`config.mk`:
```
export PLATFORM = sky130hd
export DESIGN_NAME = iter_mul_unit
export DESIGN_NICKNAME = d
export VERILOG_FILES = /design/src/rtl/iter_mul_pkg.sv /design/src/rtl/iter_mul_step.sv /design/src/rtl/iter_mul_unit.sv
export SDC_FILE = /design/constraint.sdc
export NUM_CORES = 1
export LEC_CHECK = 0
export CAP_MARGIN = 10
export CORE_ASPECT_RATIO = 0.6
export CORE_MARGIN = 2
export CORE_UTILIZATION = 45
export DETAILED_ROUTE_END_ITERATION = 8
export PLACE_DENSITY = 0.69
export REMOVE_ABC_BUFFERS = 1
export SETUP_SLACK_MARGIN = 0.2
export SLEW_MARGIN = 20
export SYNTH_ARGS = -nofsm -noshare
export SYNTH_HDL_FRONTEND = slang
export SYNTH_SLANG_ARGS = --single-unit
```
`constraint.sdc`:
```
create_clock -name clk -period 2.58 [get_ports clk]
set_input_delay 0.774 -clock clk [delete_from_list [all_inputs] [get_ports clk]]
set_output_delay 0.774 -clock clk [all_outputs]
set_load 0.05 [all_outputs]
```
`src/rtl/iter_mul_pkg.sv`:
```
// rtl/iter_mul_pkg.sv - shared types and constants for the iterative multiplier
// Contents: FSM state type, accumulator guard width, counter width helper.
package iter_mul_pkg;

    typedef enum logic [1:0] {
        IDLE = 2'd0,
        RUN  = 2'd1,
        DONE = 2'd2
    } iter_mul_state_t;

    // Extra accumulator bits above 2*WIDTH in multiply-accumulate builds.
    localparam int ACC_GUARD = 4;

    // Bits needed for a step counter running 0 .. width-1 (at least one bit).
    function automatic int cnt_width(input int width);
        return (width <= 2) ? 1 : $clog2(width);
    endfunction

endpackage

```
`src/rtl/iter_mul_step.sv`:
```
// rtl/iter_mul_step.sv - one combinational shift-and-add multiplication step
// Ports:
//   mcand/mplier/prod           current multiplicand, multiplier, product
//   mcand_next/mplier_next/prod_next  values after one conditional add and shift
module iter_mul_step
    import iter_mul_pkg::*;
#(
    parameter int WIDTH  = 4,
    parameter int PROD_W = 2 * WIDTH
) (
    input  logic [2*WIDTH-1:0] mcand,
    input  logic [WIDTH-1:0]   mplier,
    input  logic [PROD_W-1:0]  prod,
    output logic [2*WIDTH-1:0] mcand_next,
    output logic [WIDTH-1:0]   mplier_next,
    output logic [PROD_W-1:0]  prod_next
);

    always_comb begin
        prod_next = prod;
        if (mplier[0]) begin
            prod_next = prod + PROD_W'(mcand);
        end
        mcand_next  = {mcand[2*WIDTH-2:0], 1'b0};
        mplier_next = {1'b0, mplier[WIDTH-1:1]};
    end

endmodule

```
`src/rtl/iter_mul_unit.sv`:
```
// rtl/iter_mul_unit.sv - sequential unsigned shift-and-add multiplier, one partial product per cycle
// Optional feature macro: ITER_MUL_ACCUM_EN (multiply-accumulate with acc_clr port).
// Ports:
//   clk, rst                 clock, asynchronous active-high reset
//   in_valid/in_ready/a/b    operand handshake (acc_clr sampled with operands when accumulating)
//   out_valid/out_ready/p    result handshake
//   busy                     high while computing or holding a result
module iter_mul_unit
    import iter_mul_pkg::*;
#(
    parameter int WIDTH = 4,
`ifdef ITER_MUL_ACCUM_EN
    localparam int PROD_W = 2 * WIDTH + ACC_GUARD
`else
    localparam int PROD_W = 2 * WIDTH
`endif
) (
    input  logic              clk,
    input  logic              rst,
    input  logic              in_valid,
    output logic              in_ready,
    input  logic [WIDTH-1:0]  a,
    input  logic [WIDTH-1:0]  b,
`ifdef ITER_MUL_ACCUM_EN
    input  logic              acc_clr,
`endif
    output logic              out_valid,
    input  logic              out_ready,
    output logic [PROD_W-1:0] p,
    output logic              busy
);

    localparam int CW = cnt_width(WIDTH);

    localparam logic [1:0] S_IDLE = IDLE;
    localparam logic [1:0] S_RUN  = RUN;
    localparam logic [1:0] S_DONE = DONE;

    logic [1:0]         state;
    logic [CW-1:0]      cnt;
    logic [2*WIDTH-1:0] mcand;
    logic [WIDTH-1:0]   mplier;
    logic [PROD_W-1:0]  prod;
    // Low during reset and for the first edge after release, so in_ready
    // stays low while rst is high even though state already reads IDLE.
    logic               live;

    logic [2*WIDTH-1:0] mcand_next;
    logic [WIDTH-1:0]   mplier_next;
    logic [PROD_W-1:0]  prod_next;
    logic [PROD_W-1:0]  prod_start;

    iter_mul_step #(
        .WIDTH  (WIDTH),
        .PROD_W (PROD_W)
    ) u_step (
        .mcand       (mcand),
        .mplier      (mplier),
        .prod        (prod),
        .mcand_next  (mcand_next),
        .mplier_next (mplier_next),
        .prod_next   (prod_next)
    );

`ifdef ITER_MUL_ACCUM_EN
    assign prod_start = acc_clr ? '0 : prod;
`else
    assign prod_start = '0;
`endif

    always_ff @(posedge clk or posedge rst) begin
        if (rst) begin
            state  <= S_IDLE;
            cnt    <= '0;
            mcand  <= '0;
            mplier <= '0;
            prod   <= '0;
            live   <= 1'b0;
        end else begin
            live <= 1'b1;
            case (state)
                S_IDLE: begin
                    if (in_valid && in_ready) begin
                        mcand  <= {{WIDTH{1'b0}}, a};
                        mplier <= b;
                        prod   <= prod_start;
                        cnt    <= '0;
                        state  <= S_RUN;
                    end
                end
                S_RUN: begin
                    mcand  <= mcand_next;
                    mplier <= mplier_next;
                    prod   <= prod_next;
                    cnt    <= cnt + CW'(1);
                    if (cnt == CW'(WIDTH - 1)) begin
                        state <= S_DONE;
                    end
                end
                S_DONE: begin
                    if (out_ready) begin
                        state <= S_IDLE;
                    end
                end
                default: state <= S_IDLE;
            endcase
        end
    end

    assign in_ready  = live && (state == S_IDLE);
    assign out_valid = (state == S_DONE);
    assign busy      = (state != S_IDLE);
    assign p         = prod;

endmodule

```
==> results of run 1 <==
==> registers in the layout (all words and copies together) (netlist names) <==
signal  cells
cnt         2
mplier      4
live        1
p           8
mcand       8
state       2
==> final timing paths <==
kind                            cells past startpoint  startpoint  slack [ps]    to
worst min-delay path                                1        p[7]         480  p[7]
worst max-delay path                                1        p[1]         260  p[1]
worst min register to register                      1        p[7]         480  p[7]
max in group asynchronous                           3         rst        1480  live
worst max register to register                      7        p[0]         570  p[6]
min in group asynchronous                           3         rst         840  p[3]
==> kinds of logic (layout without fill, tap and decap cells) <==
family / after synthesis / in the layout / share of synthesized area
flops: 25 / 25 / 0.455
buf+inv: 13 / 35 / 0.0464
other cells: 1 / 1 / 0.00273
fa+ha+maj: 9 / 9 / 0.0874
compound gates: 32 / 32 / 0.147
simple gates: 60 / 60 / 0.214
xor+xnor: 4 / 4 / 0.0255
mux: 3 / 3 / 0.0219
==> what timing repair did <==
action                                  4_1_cts  5_1_grt
setup buffers                                 0        0
pin swaps                                     0        0
endpoints found under the setup margin        1        1
gates resized for setup                       1        1
==> through the flow <==
step	cells	TNS, ps
global placement	207	0
detailed placement	207	0
floorplan	140	-124
global route	211	0
CTS	211	0
finish	211	0
==> layout by cell type, fill, tap and decap left out, types with 3 or more instances in the layout <==
cell,instances
dfrtp_1,25
nor2_1,16
o22ai_1,6
nand3_1,9
inv_1,6
ha_1,8
o21ai_0,14
a21oi_1,4
nand2_1,19
clkbuf_8,3
clkdlybuf4s50_1,19
buf_4,4
mux2i_1,3
nor3b_1,4
==> cell type report <==
type | instances | area, um^2 | area share
clock buffer | 3 | 41.3 | 0.0247
clock inverter | 1 | 5.00 | 0.00299
inverter | 6 | 22.5 | 0.0135
multi-input combinational | 109 | 684 | 0.409
sequential | 25 | 626 | 0.374
tap | 42 | 52.6 | 0.0314
timing repair buffer | 25 | 241 | 0.144
==> power groups by stage <==
stage / clock network [mW] / registers, mW / logic (mW)
floorplan: 0 / 0.866 / 0.862
global placement: 0 / 0.704 / 1.37
detailed placement: 0 / 0.711 / 1.40
CTS: 0.245 / 0.706 / 1.41
finish: 0.238 / 0.705 / 1.40
global route: 0.260 / 0.734 / 1.55
==> metal layers <==
layer  track usage  up-vias
met3        0.0472        2
li1              -      549
met1         0.253      480
met4        0.0281        0
met2         0.270       15
met5             0        -
==> flow_metrics.py, run 1 <==
metrics = {
    "route": {
        "antenna_left": 0,
        "drt_iter0_markers": 37,
        "wl_met3_um": 93,
        "vias": 1046,
        "drc": 0,
        "routed-wl-met2_mm": 1.21,
        "wl_per_cell_um": 13.3,
        "highest_layer": "met4",
        "viasPerCell": 4.96,
        "drt_wl_total_mm": 2.80,
        "drt_pass1_iterations": 4,
        "wl_met1_mm": 1.48,
    },
    "sta": {
        "finClkSkew_ps": 8.02,
        "rsz0062_at_grt": "no",
        "max_slew_margin": 0.637,
        "slew_viol_final": 0,
        "worstMarginPinSlew_ps": 544,
        "fmax_mhz": 431,
        "setup_ws_ps": 260,
        "setup_viol": 0,
        "whs_ps": 480,
        "min_period_ps": 2320,
        "fin_crit_sh": 0.899,
        "hold_viol": 0,
    },
    "worst_hold_path": {
        "hp-class": "reg -> reg",
    },
    "synthesis": {
        "avgSynthCellArea_um2": 9.35,
        "async_flop_share": 1.00,
        "synth_most_common_cell": "dfrtp_1",
        "syn_inst": 147,
        "yosysSeqAreaShare": 0.455,
        "synth_area_mm2": 0.00137,
        "synth-seq-cells": 25,
        "synth_top_area_frac": 0.455,
        "synth-edff-count": 0,
        "netlist_top_cells_count": "25 x dfrtp_1, 19 x nand2_1, 16 x nor2_1",
        "synth_cell_type_count": 36,
        "yosys_warnings": 0,
        "synth_flop_cell": "dfrtp_1",
        "synth_top_area_cell": "dfrtp_1",
        "ys_top_cells_by_area": "dfrtp_1 46%, ha_1 7.3%, nand2_1 5.2%, o21ai_0 5.1%, nor2_1 4.4%",
    },
    "place": {
        "gp_congestion": 0.735,
        "pre_cts_ws_ps": 395,
        "post_dp_cell_area_mm2": 0.00163,
        "dpl.hpwl_mm": 1.94,
        "place.port_buffers": 22,
    },
    "clock_network": {
        "path_clk_slew_ps": 100,
        "hold_buffers": 0,
        "clk_latency_ps": 270,
        "root_buffer": "clkbuf_8",
        "cts_buffers": 3,
        "cts_sinks": 25,
        "h-tree-depth": 1,
        "cts_tree": "yes",
        "clockBufferDepth": 2,
    },
    "final_layout": {
        "final_core_util": 0.579,
        "n_fill_cell": 269,
        "fin_area_mm2": 0.00167,
        "area_delta_synth_final_pct": 21.8,
        "num-nets-final": 191,
        "drive_above_1_share": 0.0888,
        "antenna_cells": 0,
    },
    "floorplan": {
        "die_area_mm2": 0.00353,
        "core_mm2": 0.00289,
        "core.rowCount": 15,
        "die_w_um": 75.3,
        "start_util": 0.475,
        "io_pins": 23,
        "die_y_um": 46.8,
    },
    "pwr": {
        "intPower_mw": 1.23,
        "peakVddDrop_mv": 0.544,
        "power_density_mw_per_mm2": 1400,
        "pwr-share-comb": 0.597,
        "p_clk_frac": 0.102,
        "finalPower_mw": 2.34,
        "leakage_nw": 0.775,
        "seqPwrFrac": 0.301,
        "switching_share": 0.475,
        "p_switching_mw": 1.11,
    },
    "global_routing": {
        "grt.overflow.total": 0,
        "antenna_found_initial": 0,
        "grt_pass1_vias": 1003,
        "grt_max_degree": 26,
        "track_usage": 0.174,
        "grt_first_pass_wirelength_mm": 4.64,
    },
    "worst_setup_path": {
        "critPathCaptureType": "primary output",
        "cp_slowest_cell": "clkdlybuf4s50_1",
        "arrival_ps": 1550,
        "path_cells": "clkdlybuf4s50_1",
        "crit_required_ps": 1810,
        "slowest_delay_ps": 830,
        "critical_path.top_delay_family": "buffers and inverters",
        "critPathMaxFanout": 4,
        "crit_type": "reg -> out",
        "worstPathBufferInverterCount": 1,
        "cp-start-kind": "flip-flop",
    },
    "run_status": {
        "status": "finished clean",
    },
    "flow_run": {
        "maxCapViolCount": 0,
    },
}
Power figures use the tool's default switching activity.
==> run 2, diff against run 1 <==
--- a/config.mk
+++ b/config.mk
@@ -6,13 +6,13 @@
 export NUM_CORES = 1
 export LEC_CHECK = 0
 export CAP_MARGIN = 10
-export CORE_ASPECT_RATIO = 0.6
+export CORE_ASPECT_RATIO = 0.8
 export CORE_MARGIN = 2
 export CORE_UTILIZATION = 45
 export DETAILED_ROUTE_END_ITERATION = 8
 export PLACE_DENSITY = 0.69
 export REMOVE_ABC_BUFFERS = 1
-export SETUP_SLACK_MARGIN = 0.2
+export SETUP_SLACK_MARGIN = 0.15
 export SLEW_MARGIN = 20
 export SYNTH_ARGS = -nofsm -noshare
 export SYNTH_HDL_FRONTEND = slang
==> run 2 against run 1 <==
Compared with the run above:
- global-route usage is 0.53 points higher
- core utilization is 1.1 points higher
- register-to-register slack better by 30 ps
- power is 0.17% lower
==> flow_metrics.py, run 2 (same netlist as run 1, synthesis figures left out) <==
metrics = {
    "run_status": {
        "status": "finished clean",
    },
    "worst_setup_path": {
        "reg2reg_depth": 6,
        "critPathMaxFanout": 5,
        "cp-start-kind": "flip-flop",
        "cp_slowest_cell": "clkdlybuf4s50_1",
        "path_cells": "nor2_1, inv_1, clkdlybuf4s50_1",
        "crit_type": "reg -> out",
        "critPathCaptureType": "primary output",
        "rr_endpoint": "p[7]",
        "rrSetupSlack_ps": 600,
        "slowest_delay_ps": 790,
        "crit_required_ps": 1810,
        "arrival_ps": 1570,
        "r2r-start": "p[2]",
    },
    "route": {
        "wl_met1_mm": 1.23,
        "wl_per_cell_um": 12.7,
        "routed-wl-met2_mm": 1.26,
        "drt_pass1_iterations": 4,
        "drt_wl_total_mm": 2.64,
        "viasPerCell": 5.34,
        "drc": 0,
        "drt_iter0_markers": 40,
        "wl_met3_um": 115,
        "highest_layer": "met4",
        "vias": 1105,
        "antenna_left": 0,
    },
    "floorplan": {
        "core_mm2": 0.00283,
        "die_area_mm2": 0.00351,
        "die_w_um": 65.8,
        "die_y_um": 53.4,
        "io_pins": 23,
        "core.rowCount": 17,
        "start_util": 0.486,
    },
    "worst_hold_path": {
        "min_from": "p[7]",
        "hold_end": "p[7]",
        "hp-class": "reg -> reg",
        "holdPathStages": 1,
    },
    "clock_network": {
        "root_buffer": "clkbuf_8",
        "cts_sinks": 25,
        "hold_buffers": 0,
        "clk_latency_ps": 270,
        "clockBufferDepth": 2,
        "cts_buffers": 3,
        "path_clk_slew_ps": 90,
        "h-tree-depth": 1,
        "cts_tree": "yes",
    },
    "sta": {
        "hold_viol": 0,
        "worstMarginPinSlew_ps": 519,
        "finClkSkew_ps": 6.98,
        "max_slew_margin": 0.654,
        "setup_viol": 0,
        "fmax_mhz": 427,
        "setup_ws_ps": 237,
        "slew_viol_final": 0,
        "min_period_ps": 2340,
        "fin_crit_sh": 0.908,
        "whs_ps": 474,
        "rsz0062_at_grt": "no",
    },
    "pwr": {
        "finalPower_mw": 2.34,
        "leakage_nw": 0.766,
        "power_density_mw_per_mm2": 1400,
        "peakVddDrop_mv": 0.766,
    },
    "final_layout": {
        "num-nets-final": 191,
        "antenna_cells": 0,
        "area_delta_synth_final_pct": 21.5,
        "fin_area_mm2": 0.00167,
        "drive_above_1_share": 0.0888,
        "final_cell_mix": "25 x dfrtp_1, 20 x clkdlybuf4s50_1, 19 x nand2_1",
        "final_common_cell": "dfrtp_1",
    },
    "place": {
        "place.port_buffers": 22,
        "post_dp_cell_area_mm2": 0.00162,
        "pre_cts_ws_ps": 417,
        "gp_congestion": 0.853,
        "dpl.hpwl_mm": 1.98,
    },
    "global_routing": {
        "grt_pass1_vias": 1053,
        "grt_first_pass_wirelength_mm": 4.66,
        "grt_max_degree": 26,
        "grt.overflow.total": 0,
        "track_usage": 0.180,
        "antenna_found_initial": 0,
    },
    "flow_run": {
        "maxCapViolCount": 0,
    },
}
## run 2: routing by layer
| layer | vias to the layer above | GRT usage |
|---|---|---|
| met4 | 0 | 0.0556 |
| met1 | 530 | 0.232 |
| li1 | 551 | - |
| met3 | 2 | 0.0447 |
| met5 | - | 0 |
| met2 | 22 | 0.298 |
## run 2: how the worst max path moves through the flow
| stage | end | cells after the start | from | slack, ps |
|---|---|---|---|---|
| 6_report | busy | 3 | state[1] | 240 |
| 5_1_grt | busy | 3 | state[0] | 160 |
| 4_1_cts | busy | 3 | state[1] | 230 |
| 3_5_place_dp | out_valid | 2 | state[0] | 420 |
| 3_3_place_gp | out_valid | 2 | state[0] | 410 |
| 2_1_floorplan | p[6] | 4 | state[0] | -90 |
## run 2: critical path, delay by kind of cell (launching register included)
kind	cells	cell delay, ps
buffers and inverters	2	840
flip-flops	1	410
AND/OR/NAND/NOR	1	50
## run 2: stage by stage
| step | utilization | TNS (ps) | cells |
|---|---|---|---|
| 5_1_grt | 0.590 | 0 | 207 |
| 4_1_cts | 0.590 | 0 | 207 |
| 3_3_place_gp | 0.573 | 0 | 203 |
| 6_report | 0.590 | 0 | 207 |
| 3_5_place_dp | 0.573 | 0 | 203 |
| 2_1_floorplan | - | -124 | 140 |
## run 2: layout make-up
type / instances / area [um^2]
repair buffers: 25 / 239
clock inverters: 1 / 8.76
multi-input cells: 109 / 684
fillers: 264 / 1160
well taps: 38 / 47.5
flip-flops and latches: 25 / 626
inverters: 6 / 22.5
clock buffers: 3 / 41.3
## run 2: repair_timing
action	4_1_cts	5_1_grt
setup buffers	0	0
setup endpoints to repair	1	0
resized for setup	1	0
## run 2: where the power goes
group | switching [mW] | internal (mW) | leakage, nW | total (mW)
sequential | 0.140 | 0.567 | 0.311 | 0.708
combinational | 0.828 | 0.556 | 0.429 | 1.38
clock | 0.132 | 0.113 | 0.0261 | 0.245
total | 1.10 | 1.24 | 0.766 | 2.34
==> run 3, diff against run 2 <==
--- a/config.mk
+++ b/config.mk
@@ -10,7 +10,7 @@
 export CORE_MARGIN = 2
 export CORE_UTILIZATION = 45
 export DETAILED_ROUTE_END_ITERATION = 8
-export PLACE_DENSITY = 0.69
+export PLACE_DENSITY = 0.72
 export REMOVE_ABC_BUFFERS = 1
 export SETUP_SLACK_MARGIN = 0.15
 export SLEW_MARGIN = 20
==> constraint.sdc (replaced) <==
create_clock -name clk -period 2.1 [get_ports clk]
set_input_delay 0.63 -clock clk [delete_from_list [all_inputs] [get_ports clk]]
set_output_delay 0.63 -clock clk [all_outputs]
set_load 0.05 [all_outputs]
==> run 3 against run 2 <==
Compared with the run above:
- count of clock-buffer cells in the layout unchanged
- non-clock buffer count increased by 7
- via count increased by 2.0%
- worst hold slack improved by 18 ps
- critical path depth increased by 3
- core utilization increased by 3.8 points
- clock skew decreased by 2.6 ps
- sequential cell count unchanged
- critical path type is now reg -> reg
- highest routed layer unchanged
==> flow_metrics.py, run 3 (same netlist as run 1, synthesis figures left out) <==
metrics = {
    "sta": {
        "finClkSkew_ps": 4.40,
        "fin_crit_sh": 0.890,
        "fmax_mhz": 535,
        "min_period_ps": 1870,
        "slew_viol_final": 0,
        "setup_viol": 0,
        "hold_viol": 0,
        "setup_ws_ps": 231,
        "rsz0062_at_grt": "no",
    },
    "place": {
        "dpl.hpwl_mm": 2.12,
        "pre_cts_ws_ps": 134,
        "gp_congestion": 0.886,
        "post_dp_cell_area_mm2": 0.00164,
        "place.port_buffers": 22,
        "dp.cells": 206,
    },
    "worst_setup_path": {
        "crit_type": "reg -> reg",
        "cp-start-kind": "flip-flop",
        "arrival_ps": 2070,
        "cp_slowest_cell": "dfrtp_2",
        "critPathCaptureType": "flip-flop",
        "path_cells": "ha_4, a211oi_2, nor3_2, or3_1, a211oi_2, mux2i_1",
        "crit_top_cell": "a211oi_2",
        "crit_required_ps": 2300,
        "critPathMaxFanout": 2,
        "slowest_delay_ps": 440,
    },
    "final_layout": {
        "drive_above_1_share": 0.244,
        "num-nets-final": 198,
        "antenna_cells": 0,
        "area_delta_synth_final_pct": 29.3,
        "stdcell_count": 214,
        "final_common_cell": "dfrtp_1",
        "final_cell_mix": "24 x dfrtp_1, 19 x nand2_1, 19 x buf_4",
        "fin_area_mm2": 0.00178,
    },
    "flow_run": {
        "maxCapViolCount": 0,
    },
    "floorplan": {
        "start_util": 0.486,
        "die_area_mm2": 0.00351,
        "core_mm2": 0.00283,
        "die_w_um": 65.8,
        "die_y_um": 53.4,
        "core.rowCount": 17,
        "io_pins": 23,
    },
    "clock_network": {
        "h-tree-depth": 1,
        "path_clk_slew_ps": 90,
        "cts_tree": "yes",
        "clockBufferDepth": 2,
        "cts_sinks": 25,
        "clk_latency_ps": 270,
        "cts_buffers": 3,
        "root_buffer": "clkbuf_8",
    },
    "route": {
        "antenna_left": 0,
        "drt_wl_total_mm": 3.09,
        "drt_pass1_iterations": 4,
        "vias": 1127,
        "drt_iter0_markers": 55,
        "viasPerCell": 5.27,
        "wl_per_cell_um": 14.4,
        "drc": 0,
    },
    "worst_hold_path": {
        "hp-class": "reg -> reg",
    },
    "pwr": {
        "leakage_nw": 0.808,
        "peakVddDrop_mv": 0.796,
        "finalPower_mw": 3.14,
        "power_density_mw_per_mm2": 1770,
    },
    "run_status": {
        "status": "finished clean",
    },
    "global_routing": {
        "antenna_found_initial": 0,
        "grt_pass1_vias": 1132,
        "grt_max_degree": 26,
        "track_usage": 0.191,
        "grt.overflow.total": 0,
        "grt_first_pass_wirelength_mm": 5.00,
    },
}
## run 3: changes by cell type in the layout (fill, tap and decap cells not counted), moves of 2 or more
cell	before	now
buf_4	4	19
clkdlybuf4s50_1	20	11
ha_1	8	4
a21oi_1	4	2
a21oi_2	0	2
buf_12	0	2
ha_2	0	2
ha_4	0	2
## run 3: worst max-delay path, delay by kind of cell (launching register included)
kind | cells | cell delay (ps)
DFF | 1 | 440
AOI/OAI and AO/OA | 2 | 490
muxes | 1 | 200
and+or+nand+nor | 2 | 420
adders and majority gates | 1 | 250
## run 3: layer usage
layer  GRT usage  vias to the layer above  part of all wire
met2       0.328                       25              0.49
li1            -                      564                 -
met5           0                        -                 0
met1       0.238                      536              0.46
met3      0.0511                        2             0.040
met4      0.0521                        0            0.0032
## run 3: path summary, 6_finish.rpt
check / slack, ps / end / cells past startpoint / startpoint
worst max-delay path: 230 / p[7] / 6 / mcand[1]
worst min-delay path: 490 / p[7] / 1 / p[7]
worst max register to register: 230 / p[7] / 6 / mcand[1]
worst min register to register: 490 / p[7] / 1 / p[7]
max in group asynchronous: 1130 / mcand[1] / 3 / rst
min in group asynchronous: 700 / cnt[0] / 3 / rst
## run 3: through the flow
| step | utilization | hold slack (ps) | setup TNS, ps |
|---|---|---|---|
| 2_1_floorplan | - | 467 | -9080 |
| 3_3_place_gp | 0.581 | 464 | 0 |
| 5_1_grt | 0.628 | 514 | 0 |
| 4_1_cts | 0.608 | 490 | 0 |
| 6_report | 0.628 | 492 | 0 |
| 3_5_place_dp | 0.581 | 477 | 0 |
## run 3: area by class of cell
class	instances	area (um^2)
flip-flops and latches	25	627
multi-input cells	109	738
well taps	38	47.5
fillers	227	1050
clock inverters	1	7.51
clock buffers	3	41.3
inverters	6	22.5
repair buffers	32	293
## run 3: power by group
| group | total (mW) | internal [mW] | switching, mW |
|---|---|---|---|
| logic | 1.95 | 0.832 | 1.12 |
| clock network | 0.297 | 0.135 | 0.163 |
| registers | 0.891 | 0.699 | 0.192 |
## run 3: repair_timing
item	CTS	global route
resized for setup	3	9
hold buffers	0	0
pin swaps	1	4
endpoints found under the setup margin	2	3
buffers inserted	3	1
